<file path="config.mk">
export PLATFORM = sky130hd
export DESIGN_NAME = key_tracker
export DESIGN_NICKNAME = d
export VERILOG_FILES = /design/src/rtl/game_pkg.sv /design/src/rtl/hitbox_cmp.sv /design/src/rtl/key_tracker.sv
export SDC_FILE = /design/constraint.sdc
export NUM_CORES = 1
export LEC_CHECK = 0
export CAP_MARGIN = 15
export CORE_MARGIN = 5
export CORE_UTILIZATION = 40
export CTS_CLUSTER_SIZE = 25
export DETAILED_ROUTE_END_ITERATION = 6
export GPL_ROUTABILITY_DRIVEN = 0
export PLACE_DENSITY = 0.79
export SETUP_SLACK_MARGIN = 0.1
export SLEW_MARGIN = 20
export SYNTH_ARGS = -nofsm -noshare
export SYNTH_HDL_FRONTEND = slang
export SYNTH_SLANG_ARGS = --single-unit
</file>
<file path="constraint.sdc">
create_clock -name clk -period 4.15 [get_ports clk]
set_clock_uncertainty 0.05 [all_clocks]
set_input_delay 0.415 -clock clk [delete_from_list [all_inputs] [get_ports clk]]
set_output_delay 0.415 -clock clk [all_outputs]
set_load 0.005 [all_outputs]
</file>
<file path="src/rtl/game_pkg.sv">
// Shared game definitions for the key tracker.
// Contents:
//   game_state_e - top-level game state encoding (StTitle = 0 .. StFail = 8)
//   key_state_e  - key collection progress; the value is the key_find output
//   Hitbox corners (inclusive low corner) and the common 20x20 box size
//   is_stage()   - true for the three playable stages
package game_pkg;

  typedef enum logic [3:0] {
    StTitle  = 4'd0,
    StStage1 = 4'd1,
    StStage2 = 4'd2,
    StStage3 = 4'd3,
    StClear1 = 4'd4,
    StClear2 = 4'd5,
    StClear3 = 4'd6,
    StWin    = 4'd7,
    StFail   = 4'd8
  } game_state_e;

  // Encoded so the state value is directly the number of keys collected.
  typedef enum logic [1:0] {
    KeyIdx0 = 2'd0,
    KeyIdx1 = 2'd1,
    KeyIdx2 = 2'd2,
    KeyDone = 2'd3
  } key_state_e;

  localparam logic [8:0] BoxW    = 9'd20;
  localparam logic [8:0] BoxH    = 9'd20;

  localparam logic [8:0] Key0X0  = 9'd65;
  localparam logic [8:0] Key0Y0  = 9'd35;
  localparam logic [8:0] Key1X0  = 9'd230;
  localparam logic [8:0] Key1Y0  = 9'd35;
  localparam logic [8:0] Key2X0  = 9'd230;
  localparam logic [8:0] Key2Y0  = 9'd205;
  localparam logic [8:0] LightX0 = 9'd180;
  localparam logic [8:0] LightY0 = 9'd135;

  function automatic logic is_stage(logic [3:0] s);
    return (s == StStage1) || (s == StStage2) || (s == StStage3);
  endfunction

endpackage

</file>
<file path="src/rtl/hitbox_cmp.sv">
// Combinational rectangle test.
// Ports:
//   x, y    in  9  point under test
//   x0, y0  in  9  rectangle corner (inclusive)
//   w, h    in  9  rectangle size; x0+w / y0+h are exclusive
//   in_box  out 1  point lies inside the rectangle
module hitbox_cmp (
  input  logic [8:0] x,
  input  logic [8:0] y,
  input  logic [8:0] x0,
  input  logic [8:0] y0,
  input  logic [8:0] w,
  input  logic [8:0] h,
  output logic       in_box
);

  // One extra bit so x0+w cannot wrap near the 9-bit limit.
  logic [9:0] x_hi;
  logic [9:0] y_hi;

  always_comb begin
    x_hi   = {1'b0, x0} + {1'b0, w};
    y_hi   = {1'b0, y0} + {1'b0, h};
    in_box = (x >= x0) && ({1'b0, x} < x_hi) &&
             (y >= y0) && ({1'b0, y} < y_hi);
  end

endmodule

</file>
<file path="src/rtl/key_tracker.sv">
// Key collection and STAGE2 light tracker.
// Consumes one-cycle click strobes in 320x240 object coordinates and the game state,
// advances through three keys, toggles the STAGE2 light and pulses stage_clear when the
// last key is taken. All outputs are registered (one cycle of latency from a click).
// Parameters:
//   LIGHT_ON_CYCLES  light auto-off timeout in clk cycles (only with LIGHT_TIMEOUT_EN)
// Ports:
//   clk          in   1  system clock
//   rst          in   1  synchronous active-high reset
//   state        in   4  game state (game_state_e)
//   click        in   1  one-cycle click strobe
//   click_x      in   9  click x, 0..319
//   click_y      in   9  click y, 0..239
//   key_find     out  2  keys collected (3 = all found)
//   isDark       out  1  1 = STAGE2 light off
//   hit          out  1  one-cycle pulse: click consumed
//   stage_clear  out  1  one-cycle pulse when key_find goes 2->3
// Build option:
//   LIGHT_TIMEOUT_EN  when defined, the light switches itself off LIGHT_ON_CYCLES cycles after
//                     being turned on.
module key_tracker
  import game_pkg::*;
#(
  parameter logic [31:0] LIGHT_ON_CYCLES = 32'd50_000_000
) (
  input  logic       clk,
  input  logic       rst,
  input  logic [3:0] state,
  input  logic       click,
  input  logic [8:0] click_x,
  input  logic [8:0] click_y,
  output logic [1:0] key_find,
  output logic       isDark,
  output logic       hit,
  output logic       stage_clear
);

  key_state_e key_q, key_d;
  logic       dark_q, dark_d;
  logic       hit_q, hit_d;
  logic       clear_q, clear_d;
  logic [3:0] prev_q;

  logic in_key0, in_key1, in_key2, in_light;
  logic key_box;
  logic in_stage, in_stage2, stage_entry;
  logic light_expire;

  hitbox_cmp u_key0_box (
    .x      (click_x),
    .y      (click_y),
    .x0     (Key0X0),
    .y0     (Key0Y0),
    .w      (BoxW),
    .h      (BoxH),
    .in_box (in_key0)
  );

  hitbox_cmp u_key1_box (
    .x      (click_x),
    .y      (click_y),
    .x0     (Key1X0),
    .y0     (Key1Y0),
    .w      (BoxW),
    .h      (BoxH),
    .in_box (in_key1)
  );

  hitbox_cmp u_key2_box (
    .x      (click_x),
    .y      (click_y),
    .x0     (Key2X0),
    .y0     (Key2Y0),
    .w      (BoxW),
    .h      (BoxH),
    .in_box (in_key2)
  );

  hitbox_cmp u_light_box (
    .x      (click_x),
    .y      (click_y),
    .x0     (LightX0),
    .y0     (LightY0),
    .w      (BoxW),
    .h      (BoxH),
    .in_box (in_light)
  );

  // Only the box of the next key to collect counts.
  always_comb begin
    key_box = 1'b0;
    unique case (key_q)
      KeyIdx0: key_box = in_key0;
      KeyIdx1: key_box = in_key1;
      KeyIdx2: key_box = in_key2;
      KeyDone: key_box = 1'b0;
      default: key_box = 1'b0;
    endcase
  end

  always_comb begin
    in_stage    = is_stage(state);
    in_stage2   = (state == StStage2);
    stage_entry = in_stage && (state != prev_q);
  end

`ifdef LIGHT_TIMEOUT_EN
  logic [31:0] cnt_q, cnt_d;

  assign light_expire = !dark_q && (cnt_q == 32'd0);
`else
  logic unused_light_on_cycles;

  assign unused_light_on_cycles = ^LIGHT_ON_CYCLES;
  assign light_expire           = 1'b0;
`endif

  always_comb begin
    key_d   = key_q;
    dark_d  = dark_q;
    hit_d   = 1'b0;
    clear_d = 1'b0;
`ifdef LIGHT_TIMEOUT_EN
    cnt_d   = cnt_q;
`endif

    if (stage_entry) begin
      // Entry wins over any click in the same cycle.
      key_d  = KeyIdx0;
      dark_d = 1'b1;
`ifdef LIGHT_TIMEOUT_EN
      cnt_d  = 32'd0;
`endif
    end else begin
      if (in_stage && click) begin
        if ((key_q != KeyDone) && key_box && !(in_stage2 && dark_q)) begin
          key_d   = key_state_e'(key_q + 2'd1);
          hit_d   = 1'b1;
          clear_d = (key_q == KeyIdx2);
        end else if (in_stage2 && in_light && !light_expire) begin
          dark_d = !dark_q;
          hit_d  = 1'b1;
        end
      end
`ifdef LIGHT_TIMEOUT_EN
      if (!dark_q) begin
        if (light_expire) begin
          dark_d = 1'b1;
        end else begin
          cnt_d = cnt_q - 32'd1;
        end
      end else if (!dark_d) begin
        cnt_d = LIGHT_ON_CYCLES - 32'd1;
      end
`endif
    end
  end

  always_ff @(posedge clk) begin
    if (rst) begin
      key_q   <= KeyIdx0;
      dark_q  <= 1'b1;
      hit_q   <= 1'b0;
      clear_q <= 1'b0;
      prev_q  <= StTitle;
`ifdef LIGHT_TIMEOUT_EN
      cnt_q   <= 32'd0;
`endif
    end else begin
      key_q   <= key_d;
      dark_q  <= dark_d;
      hit_q   <= hit_d;
      clear_q <= clear_d;
      prev_q  <= state;
`ifdef LIGHT_TIMEOUT_EN
      cnt_q   <= cnt_d;
`endif
    end
  end

  assign key_find    = key_q;
  assign isDark      = dark_q;
  assign hit         = hit_q;
  assign stage_clear = clear_q;

endmodule
</file>
# Word level (Yosys, flattened, before mapping)
# Index checks and enable logic that the tools add are counted.
# word_totals
register_bits	9
input_bits	25
output_inout_bits	5
word_cells	58
# classes
addsub	1
order_cmp	12
n_eq_ne	8
n_mux	3
bitwise	2
n_reduce_logical	27
# op_table
cell	count
$ge A9 B8 Y1 const B	4
$lt A9 B8 Y1 const B	4
$logic_and A1 B1 Y1	17
$ge A9 B6 Y1 const B	1
$ge A9 B7 Y1 const B	1
$lt A9 B6 Y1 const B	1
$lt A9 B7 Y1 const B	1
$eq A4 B2 Y1 const B	2
$eq A2 B2 Y1 const B	2
$eq A4 B1 Y1 const B	1
$ne A4 B4 Y1	1
$pmux W1 S4	1
$reduce_or A4 Y1	1
$reduce_and A3 Y1	1
$reduce_or A3 Y1	1
$add A2 B1 Y2 const B	1
$eq A2 B1 Y1 const B	1
$logic_not A1 Y1	2
$logic_not A2 Y1	1
$logic_or A1 B1 Y1	2
$mux W1	2
$ne A2 B2 Y1 const B	1
$not A1 Y1	2
$reduce_and A2 Y1	1
$reduce_or A2 Y1	1

# Logic depth before layout (Yosys ltp)
# Gate-level depths: netlist (run 1).
# depth
word_depth	9
mapped_depth	8
mapped_depth_nobuf	8

# By module
# Synthesis (run 1) repeated with hierarchy kept, for this count alone.
# hier_totals
hier_cells	779
hier_area_um2	6377.4
# modules_own_cells
mod	n_inst	cells_per_inst	area_each_um2	seq_area_each_um2
hitbox_cmp (u_key2_box ...)	2	185	1505.2	0.0
hitbox_cmp (u_key0_box)	1	181	1455.1	0.0
hitbox_cmp (u_key1_box)	1	179	1448.9	0.0
key_tracker	1	49	462.9	180.2

# Worst setup path after synthesis (run 1)
# OpenSTA, ideal clock, no wires.
# synth_timing
path_type	flip-flop to flip-flop
start	register key_q[1], in the netlist key_find[1]
end	register key_q[1], in the netlist key_find[1]
setup_time_ps	91
arrival_time_ps	1621
required_time_ps	4009
slack_ps	2388
path_stages_with_launch	8
path_buffers	0
period_less_slack_ps	1762
path_cell_list	dfxtp_1 > inv_1 > ha_1 > nor4_1 > a32oi_1 > o31ai_2 > a21oi_1 > a311oi_1
# synth_between
elab_chain_cells	5
elab_cells_between_ends	10
cone_classes	add/sub: 1; eq/ne: 4; mux: 1; reduce/logical: 4
# synth_lines
item	line_no	rtl
from (decl)	key_tracker.sv:38	key_state_e key_q, key_d;
from (signal assigned)	key_tracker.sv:161	key_q <= KeyIdx0;
from (signal assigned)	key_tracker.sv:170	key_q <= key_d;
$eq A2 B2 Y1, or another cell as far along	key_tracker.sv:92	unique case (key_q)
$pmux W1 S4	key_tracker.sv:92	
$logic_and A1 B1 Y1 (2 in series)	key_tracker.sv:136	if ((key_q != KeyDone) && key_box && !(in_stage2 && dark_q)) begin
$reduce_and A2 Y1 (no line)	n/a	
# Parallel ways exist; a longest one is shown, timed or not.
# A chain may end at the register's enable or synchronous reset.

# Worst setup path after layout (run 1)
# layout_timing
start	input port state[2]
end	register dark_q, in the netlist isDark
# layout_between
elab_chain_cells	6
elab_cells_between_ends	15
cone_classes	eq/ne: 4; bitwise: 1; reduce/logical: 10
# layout_lines
item	line_no	rtl
from (decl)	key_tracker.sv:28	input logic [3:0] state,
$eq A4 B2 Y1	game_pkg.sv:42, key_tracker.sv:103	
$logic_and A1 B1 Y1	key_tracker.sv:136	
$logic_not A1 Y1	key_tracker.sv:136	
$logic_and A1 B1 Y1	key_tracker.sv:136	
$not A1 Y1 (no line)	n/a	
$reduce_and A3 Y1 (no line)	n/a	
to (signal assigned)	key_tracker.sv:171	dark_q <= dark_d;
to (decl)	key_tracker.sv:39	logic dark_q, dark_d;
# Parallel ways exist; a longest one is shown, timed or not.

==> impl_metrics.prom, run 1 <==
# TYPE chip_impl_metric gauge
chip_impl_info{name="status",value="complete, no violations"} 1
chip_impl_info{name="startpoint",value="state[2]"} 1
chip_impl_metric{name="critPathMaxFanout",unit=""} 5
chip_impl_metric{name="synth_seq_cells",unit=""} 9
chip_impl_metric{name="grt_pass1_vias",unit=""} 643
chip_impl_metric{name="final_cell_area",unit="µm²"} 981
chip_impl_metric{name="synth.lib_cells_used.distinct",unit=""} 36
chip_impl_info{name="path_class",value="in2reg"} 1
chip_impl_metric{name="cp_arrival",unit="ps"} 2260
chip_impl_metric{name="grt_first_pass_wirelength",unit="mm"} 2.99
chip_impl_metric{name="setup_tns",unit="ps"} 0
chip_impl_metric{name="dr.pass1.iters",unit=""} 4
chip_impl_metric{name="power.density_cell_area",unit="mW/mm²"} 208
chip_impl_metric{name="worst_ep_required_time",unit="ps"} 4220
chip_impl_metric{name="maximum_number_of_pins_on_one_net_before_global_route_repair",unit=""} 8
chip_impl_metric{name="placedInstanceArea",unit="µm²"} 955
chip_impl_info{name="r2r_end",value="key_find[1]"} 1
chip_impl_metric{name="cts-hold-fix-buffers",unit=""} 0
chip_impl_info{name="reg2reg_from",value="key_find[1]"} 1
chip_impl_metric{name="clock-sinks",unit=""} 9
chip_impl_metric{name="max-clock-path-buffers",unit=""} 2
chip_impl_metric{name="total_vias_in_the_final_route",unit=""} 726
chip_impl_metric{name="critPathMaxStageDelay",unit="ps"} 490
chip_impl_metric{name="timing.max_cap.violations",unit=""} 0
chip_impl_metric{name="grt_remaining_overflow",unit=""} 0
chip_impl_metric{name="layout_min_cycle_time",unit="ps"} 2180
chip_impl_metric{name="synth.yosys.seq_area_share",unit=""} 0.280
chip_impl_metric{name="layout_worst_path_cycle_share",unit=""} 0.526
chip_impl_metric{name="timing_hold_violations_final",unit=""} 0
chip_impl_metric{name="hpwlAfterDp",unit="mm"} 1.44
chip_impl_metric{name="first_iter_violations",unit=""} 23
chip_impl_metric{name="boundaryPins",unit=""} 30
chip_impl_metric{name="antenna-diode-count",unit=""} 0
chip_impl_metric{name="area_delta_synth_final",unit="%"} 52.2
chip_impl_info{name="rsz_0062_raised_after_global_routing",value="no"} 1
chip_impl_info{name="min_path_type",value="reg2reg"} 1
chip_impl_metric{name="regToRegSetupSlack",unit="ps"} 2120
chip_impl_metric{name="avgViaCountPerCell",unit=""} 5.76
chip_impl_metric{name="post_cts_buffers",unit=""} 0
chip_impl_info{name="cell_chain_of_the_critical_path",value="clkdlybuf4s50_1, nor4b_1, nand4_1, nor4_1, and3_1, o21ai_0"} 1
chip_impl_metric{name="cts.reportedPaths.clkPinSlew",unit="ps"} 50
chip_impl_metric{name="static-leakage-power",unit="µW"} 0.000354
chip_impl_metric{name="layout-drive-gt1-share",unit=""} 0.0455
chip_impl_metric{name="final_net_count",unit=""} 139
chip_impl_metric{name="gr-usage-all-layers",unit=""} 0.148
chip_impl_metric{name="worst_slew_pin_slew",unit="ps"} 705
chip_impl_metric{name="die-area",unit="mm²"} 0.00251
chip_impl_metric{name="grt_antenna_before_repair",unit=""} 0
chip_impl_info{name="worst_setup_path_start_kind",value="input port"} 1
chip_impl_metric{name="synth_area",unit="µm²"} 644
chip_impl_metric{name="syn_area_per_cell",unit="µm²"} 8.37
chip_impl_metric{name="drc",unit=""} 0
chip_impl_metric{name="start_util",unit=""} 0.423
chip_impl_info{name="synth_area_leader_cell",value="dfxtp_1"} 1
chip_impl_metric{name="clock.fmax",unit="MHz"} 458
chip_impl_metric{name="die-height",unit="µm"} 50.1
chip_impl_metric{name="synth_warnings",unit=""} 0
chip_impl_metric{name="synth.top_cell.area_share",unit=""} 0.280
chip_impl_metric{name="cts_made_buffers",unit=""} 3
chip_impl_metric{name="htreeDepth",unit=""} 1
chip_impl_metric{name="syn-num-nets",unit=""} 105
chip_impl_metric{name="ctsResizeCount",unit=""} 0
chip_impl_metric{name="die_w",unit="µm"} 50.1
chip_impl_metric{name="synthesis.instances",unit=""} 77
chip_impl_metric{name="setup_viol",unit=""} 0
chip_impl_metric{name="routedWlPerCell",unit="µm"} 13.9
chip_impl_info{name="timing.critical_path.to",value="isDark"} 1
chip_impl_metric{name="max_transition_margin",unit=""} 0.527
chip_impl_metric{name="timing_max_transition_violations_final",unit=""} 0
chip_impl_info{name="cts_tree",value="yes"} 1
chip_impl_info{name="clk_root_buffer_cell",value="clkbuf_4"} 1
chip_impl_metric{name="port-buffer-count",unit=""} 29
chip_impl_metric{name="antenna_violating_nets_post_route",unit=""} 0
chip_impl_info{name="crit_path_top_delay_cell",value="clkdlybuf4s50_1"} 1
chip_impl_metric{name="worst_ir_drop_vdd",unit="mV"} 0.185
chip_impl_metric{name="worst_skew_pair.late_latency",unit="ps"} 250
chip_impl_metric{name="worstRegToRegCells",unit=""} 7
chip_impl_info{name="synthTopCellsByArea",value="dfxtp_1 28%, ha_1 5.8%, nand4b_1 5.4%"} 1
chip_impl_metric{name="wl",unit="mm"} 1.75
chip_impl_metric{name="fp.coreArea",unit="mm²"} 0.00152
chip_impl_info{name="end_kind",value="flop"} 1
chip_impl_metric{name="placement_rows",unit=""} 14
[cell usage in the layout (no fill, tap or decap), types with 2 or more instances in the layout]
cell             instances
nor4_1                   2
nor2b_1                  4
clkdlybuf4s50_1         29
nand3_1                  2
a211oi_1                 2
clkbuf_4                 3
nor3_1                   2
ha_1                     3
o21ai_0                  4
nor2_1                   6
o211ai_1                 2
a21o_1                   3
nand4_1                  2
dfxtp_1                  9
a21oi_1                  5
xnor2_1                  2
and3_1                   2
inv_1                    3
nand4b_1                 4
o211a_1                  2
[cell usage after synthesis]
master and n:
o31ai_1 1, and3_1 2, o21ai_0 4, or3_1 1, o21bai_1 1, a32oi_1 1, nand2b_1 1, ha_1 3
a211oi_1 2, a21o_1 3, nor4bb_1 1, nor2_1 6, o211a_1 2, o21a_1 1, dfxtp_1 9, nor2b_1 4
o211ai_1 2, or2_0 1, nand4b_1 4, nor3_2 1, a21oi_1 5, a31oi_1 1, nor3b_1 1, a311oi_1 1
nor3_1 2, and2_1 1, nand2_1 1, xnor2_1 2, nand3_1 2, inv_1 3, or4_1 1, o2111ai_1 1
o31ai_2 1, nand4_1 2, nor4b_1 1, nor4_1 2
[through the flow]
step	utilization	std cells	hold WS (ps)	setup WS [ps]	power [µW]
2_1_floorplan	-	77	437	2390	108
3_3_place_gp	0.626	122	503	1760	141
3_5_place_dp	0.626	122	511	1720	142
4_1_cts	0.644	126	521	1990	207
5_1_grt	0.644	126	588	1690	218
6_report	0.644	126	523	1970	204
[report_power, final]
group / switching [µW] / internal [µW]
logic: 20.3 / 30.2
clock network: 27.3 / 36.8
registers: 1.13 / 88.6
[flip-flops by register name, summed over array words and instances (netlist names)]
register	count
key_find	2
isDark	1
stage_clear	1
hit	1
prev_q	4
[area by class of cell]
type,instances,area (µm²)
fill,140,543
multi-input combinational,65,453
sequential,9,180
tap,16,20.0
clock buffer,4,26.3
timing repair buffer,29,290
inverter,3,11.3
[worst max-delay path: cells and delay by family]
family / cells / cell delay, ps
buffers and inverters: 1 / 490
AO/OA/AOI/OAI: 1 / 60
AND/OR/NAND/NOR: 4 / 1280
[per-layer routing]
layer,track usage,wire [µm],vias up
met4,0.0262,14,0
met3,0.0562,88,2
met1,0.198,814,333
met5,0,0,-
li1,-,-,376
met2,0.228,833,15
[worst min-delay path by stage]
stage	cells past startpoint	slack, ps	from	endpoint
CTS	2	520	isDark	isDark
global route	2	590	key_find[1]	key_find[1]
global placement	2	500	key_find[1]	key_find[1]
floorplan	1	440	rst	prev_q[0]
detailed placement	2	510	isDark	isDark
finish	2	520	isDark	isDark
[logic make-up after synthesis]
| group | after synthesis | share of synthesized area |
|---|---|---|
| AOI/OAI and AO/OA | 26 | 0.287 |
| xor gates and xnor gates | 2 | 0.0272 |
| adders and majority gates | 3 | 0.0583 |
| buffers and inverters | 3 | 0.0175 |
| DFF | 9 | 0.280 |
| and+or+nand+nor | 34 | 0.330 |
No activity file was read; power rests on OpenSTA's default activity.
==> inputs of run 2 (changes only) <==
CORE_UTILIZATION = 36   (was 40)
PLACE_DENSITY = 0.75   (was 0.79)
clock period = 1.85 ns   (was 4.15 ns; I/O delays follow)
==> run 2 against run 1 <==
Final area up 44%. Worst setup slack worse by 1900 ps. Worst hold slack worse by 250 ps. Count of clock-buffer cells in the layout unchanged. Wire length up 68%. Final cell count up 33%. Global-route usage up 3.5 points. Sequential power up 120%. Non-clock buffer count up 33. Die area up 8.8%.
==> impl_metrics.prom, run 2 (synthesis gave the netlist of run 1 again) <==
# TYPE chip_impl_metric gauge
chip_impl_metric{name="static-leakage-power",unit="µW"} 0.000618
chip_impl_metric{name="critPathMaxFanout",unit=""} 4
chip_impl_metric{name="drc",unit=""} 0
chip_impl_metric{name="cts.reportedPaths.clkPinSlew",unit="ps"} 60
chip_impl_metric{name="largest_reg_flops",unit=""} 4
chip_impl_metric{name="p_sw_frac",unit=""} 0.278
chip_impl_info{name="most-common-layout-cells",value="30 x buf_4, 13 x clkdlybuf4s50_1, 8 x dlygate4sd2_1, 7 x dfxtp_1"} 1
chip_impl_metric{name="grt_first_pass_wirelength",unit="mm"} 3.70
chip_impl_metric{name="timing.max_cap.violations",unit=""} 0
chip_impl_metric{name="placement_rows",unit=""} 15
chip_impl_metric{name="grt_remaining_overflow",unit=""} 0
chip_impl_metric{name="grt_pass1_vias",unit=""} 888
chip_impl_info{name="status",value="complete, no violations"} 1
chip_impl_metric{name="worstRegToRegCells",unit=""} 8
chip_impl_metric{name="layout-drive-gt1-share",unit=""} 0.427
chip_impl_metric{name="max-clock-path-buffers",unit=""} 2
chip_impl_metric{name="cell_internal_pwr",unit="µW"} 373
chip_impl_metric{name="boundaryPins",unit=""} 30
chip_impl_metric{name="fin_total_pwr",unit="µW"} 516
chip_impl_metric{name="global_route.usage.met3",unit=""} 0.0484
chip_impl_info{name="min_path_type",value="in2reg"} 1
chip_impl_metric{name="wl",unit="mm"} 2.95
chip_impl_metric{name="power.switching",unit="µW"} 144
chip_impl_metric{name="antenna-diode-count",unit=""} 0
chip_impl_info{name="r2r_end",value="key_find[1]"} 1
chip_impl_metric{name="worst_skew_pair.late_latency",unit="ps"} 260
chip_impl_metric{name="setup_viol",unit=""} 0
chip_impl_metric{name="worst_slew_pin_slew",unit="ps"} 376
chip_impl_metric{name="max_transition_margin",unit=""} 0.746
chip_impl_metric{name="setup_tns",unit="ps"} 0
chip_impl_info{name="clk_root_buffer_cell",value="clkbuf_4"} 1
chip_impl_metric{name="htreeDepth",unit=""} 1
chip_impl_metric{name="start_util",unit=""} 0.377
chip_impl_metric{name="die-area",unit="mm²"} 0.00274
chip_impl_info{name="worst_setup_path_start_kind",value="input port"} 1
chip_impl_info{name="hold_end",value="prev_q[1]"} 1
chip_impl_metric{name="avgViaCountPerCell",unit=""} 5.58
chip_impl_metric{name="fp.coreArea",unit="mm²"} 0.00171
chip_impl_metric{name="met1_usage",unit=""} 0.188
chip_impl_metric{name="cp_arrival",unit="ps"} 1920
chip_impl_info{name="rsz_0062_raised_after_global_routing",value="yes"} 1
chip_impl_metric{name="timing_max_transition_violations_final",unit=""} 0
chip_impl_metric{name="dr.pass1.iters",unit=""} 4
chip_impl_metric{name="layout_worst_path_cycle_share",unit=""} 0.991
chip_impl_metric{name="min_path_cells",unit=""} 3
chip_impl_info{name="path_class",value="in2reg"} 1
chip_impl_info{name="cts_tree",value="yes"} 1
chip_impl_metric{name="pwr-share-seq",unit=""} 0.388
chip_impl_metric{name="total_vias_in_the_final_route",unit=""} 938
chip_impl_metric{name="layout_min_cycle_time",unit="ps"} 1830
chip_impl_info{name="max_flop_register",value="prev_q"} 1
chip_impl_metric{name="power.density_cell_area",unit="mW/mm²"} 365
chip_impl_info{name="mostFrequentLayoutCell",value="buf_4"} 1
chip_impl_metric{name="final_net_count",unit=""} 172
chip_impl_metric{name="regToRegSetupSlack",unit="ps"} 40
chip_impl_metric{name="met2_usage_grt",unit=""} 0.345
chip_impl_metric{name="power.share.clock",unit=""} 0.287
chip_impl_info{name="busiest_layer",value="met2"} 1
chip_impl_metric{name="maximum_number_of_pins_on_one_net_before_global_route_repair",unit=""} 8
chip_impl_metric{name="port-buffer-count",unit=""} 29
chip_impl_info{name="reg2reg_from",value="key_find[0]"} 1
chip_impl_metric{name="routedWlPerCell",unit="µm"} 17.5
chip_impl_metric{name="clock.fmax",unit="MHz"} 546
chip_impl_metric{name="postLayoutCoreUtil",unit=""} 0.829
chip_impl_metric{name="area_delta_synth_final",unit="%"} 120
chip_impl_metric{name="gr-usage-all-layers",unit=""} 0.183
chip_impl_metric{name="combPwrFrac",unit=""} 0.324
chip_impl_metric{name="die_w",unit="µm"} 52.3
chip_impl_metric{name="worst_ir_drop_vdd",unit="mV"} 0.309
chip_impl_metric{name="worst_ep_required_time",unit="ps"} 1940
chip_impl_metric{name="die-height",unit="µm"} 52.3
chip_impl_metric{name="timing_hold_violations_final",unit=""} 0
chip_impl_metric{name="cts_made_buffers",unit=""} 3
chip_impl_info{name="end_kind",value="flop"} 1
chip_impl_metric{name="hpwlAfterDp",unit="mm"} 1.70
chip_impl_metric{name="grt_antenna_before_repair",unit=""} 0
chip_impl_metric{name="first_iter_violations",unit=""} 34
chip_impl_metric{name="antenna_violating_nets_post_route",unit=""} 0
chip_impl_metric{name="clock-sinks",unit=""} 9
chip_impl_info{name="timing.hold.worst.start",value="state[1]"} 1
## run 2: final cells by class
| cell class | instances | area (µm²) |
|---|---|---|
| multi-input cells | 65 | 612 |
| inverters | 3 | 11.3 |
| repair buffers | 62 | 549 |
| flip-flops and latches | 9 | 185 |
| fillers | 90 | 293 |
| clock buffers | 4 | 26.3 |
| well taps | 25 | 31.3 |
## run 2: how the worst max path moves through the flow
stage                  end        start  slack [ps]
2_1_floorplan  key_find[1]  key_find[1]         100
3_3_place_gp   key_find[0]   click_x[2]        -290
3_5_place_dp   key_find[1]   click_x[2]        -340
4_1_cts        key_find[0]     state[0]         100
5_1_grt        key_find[1]   click_x[0]         -60
6_report       key_find[1]   click_x[6]          20
## run 2: critical path, cell delays in order
cell and delay, ps:
clkdlybuf4s50_1 500, nand4b_1 170, nor3_4 230, buf_4 150
a32oi_4 50, o31ai_4 290, buf_6 160, buf_6 90
a311oi_2 90
## run 2: metrics by stage
stage / hold slack [ps] / setup WS [ps] / instance area [µm²] / std cells
after floorplan: 207 / 104 / 646 / 77
after global placement: 498 / -290 / 1140 / 154
after detailed placement: 522 / -338 / 1140 / 154
after CTS: 544 / 104 / 1270 / 161
after global routing: 307 / -63.0 / 1420 / 168
final: 276 / 17.5 / 1420 / 168
## run 2: repair_timing
action	CTS	global route
gates resized for setup	27	25
pin swaps	11	17
endpoints found under the setup margin	4	4
setup buffers	3	7
hold buffers	0	0
gates cloned	0	0
## run 2: layer usage
layer  up-vias  part of all wire
met2        53              0.54
met5         -                 0
met3        12             0.066
met4         0             0.031
met1       434              0.36
li1        439                 -
## run 2: power by group through the flow
stage	sequential (µW)	clock (µW)	combinational, µW
6_report	201	148	167
5_1_grt	200	164	176
4_1_cts	201	154	149
3_5_place_dp	205	0	140
3_3_place_gp	205	0	136
2_1_floorplan	205	0	37.2
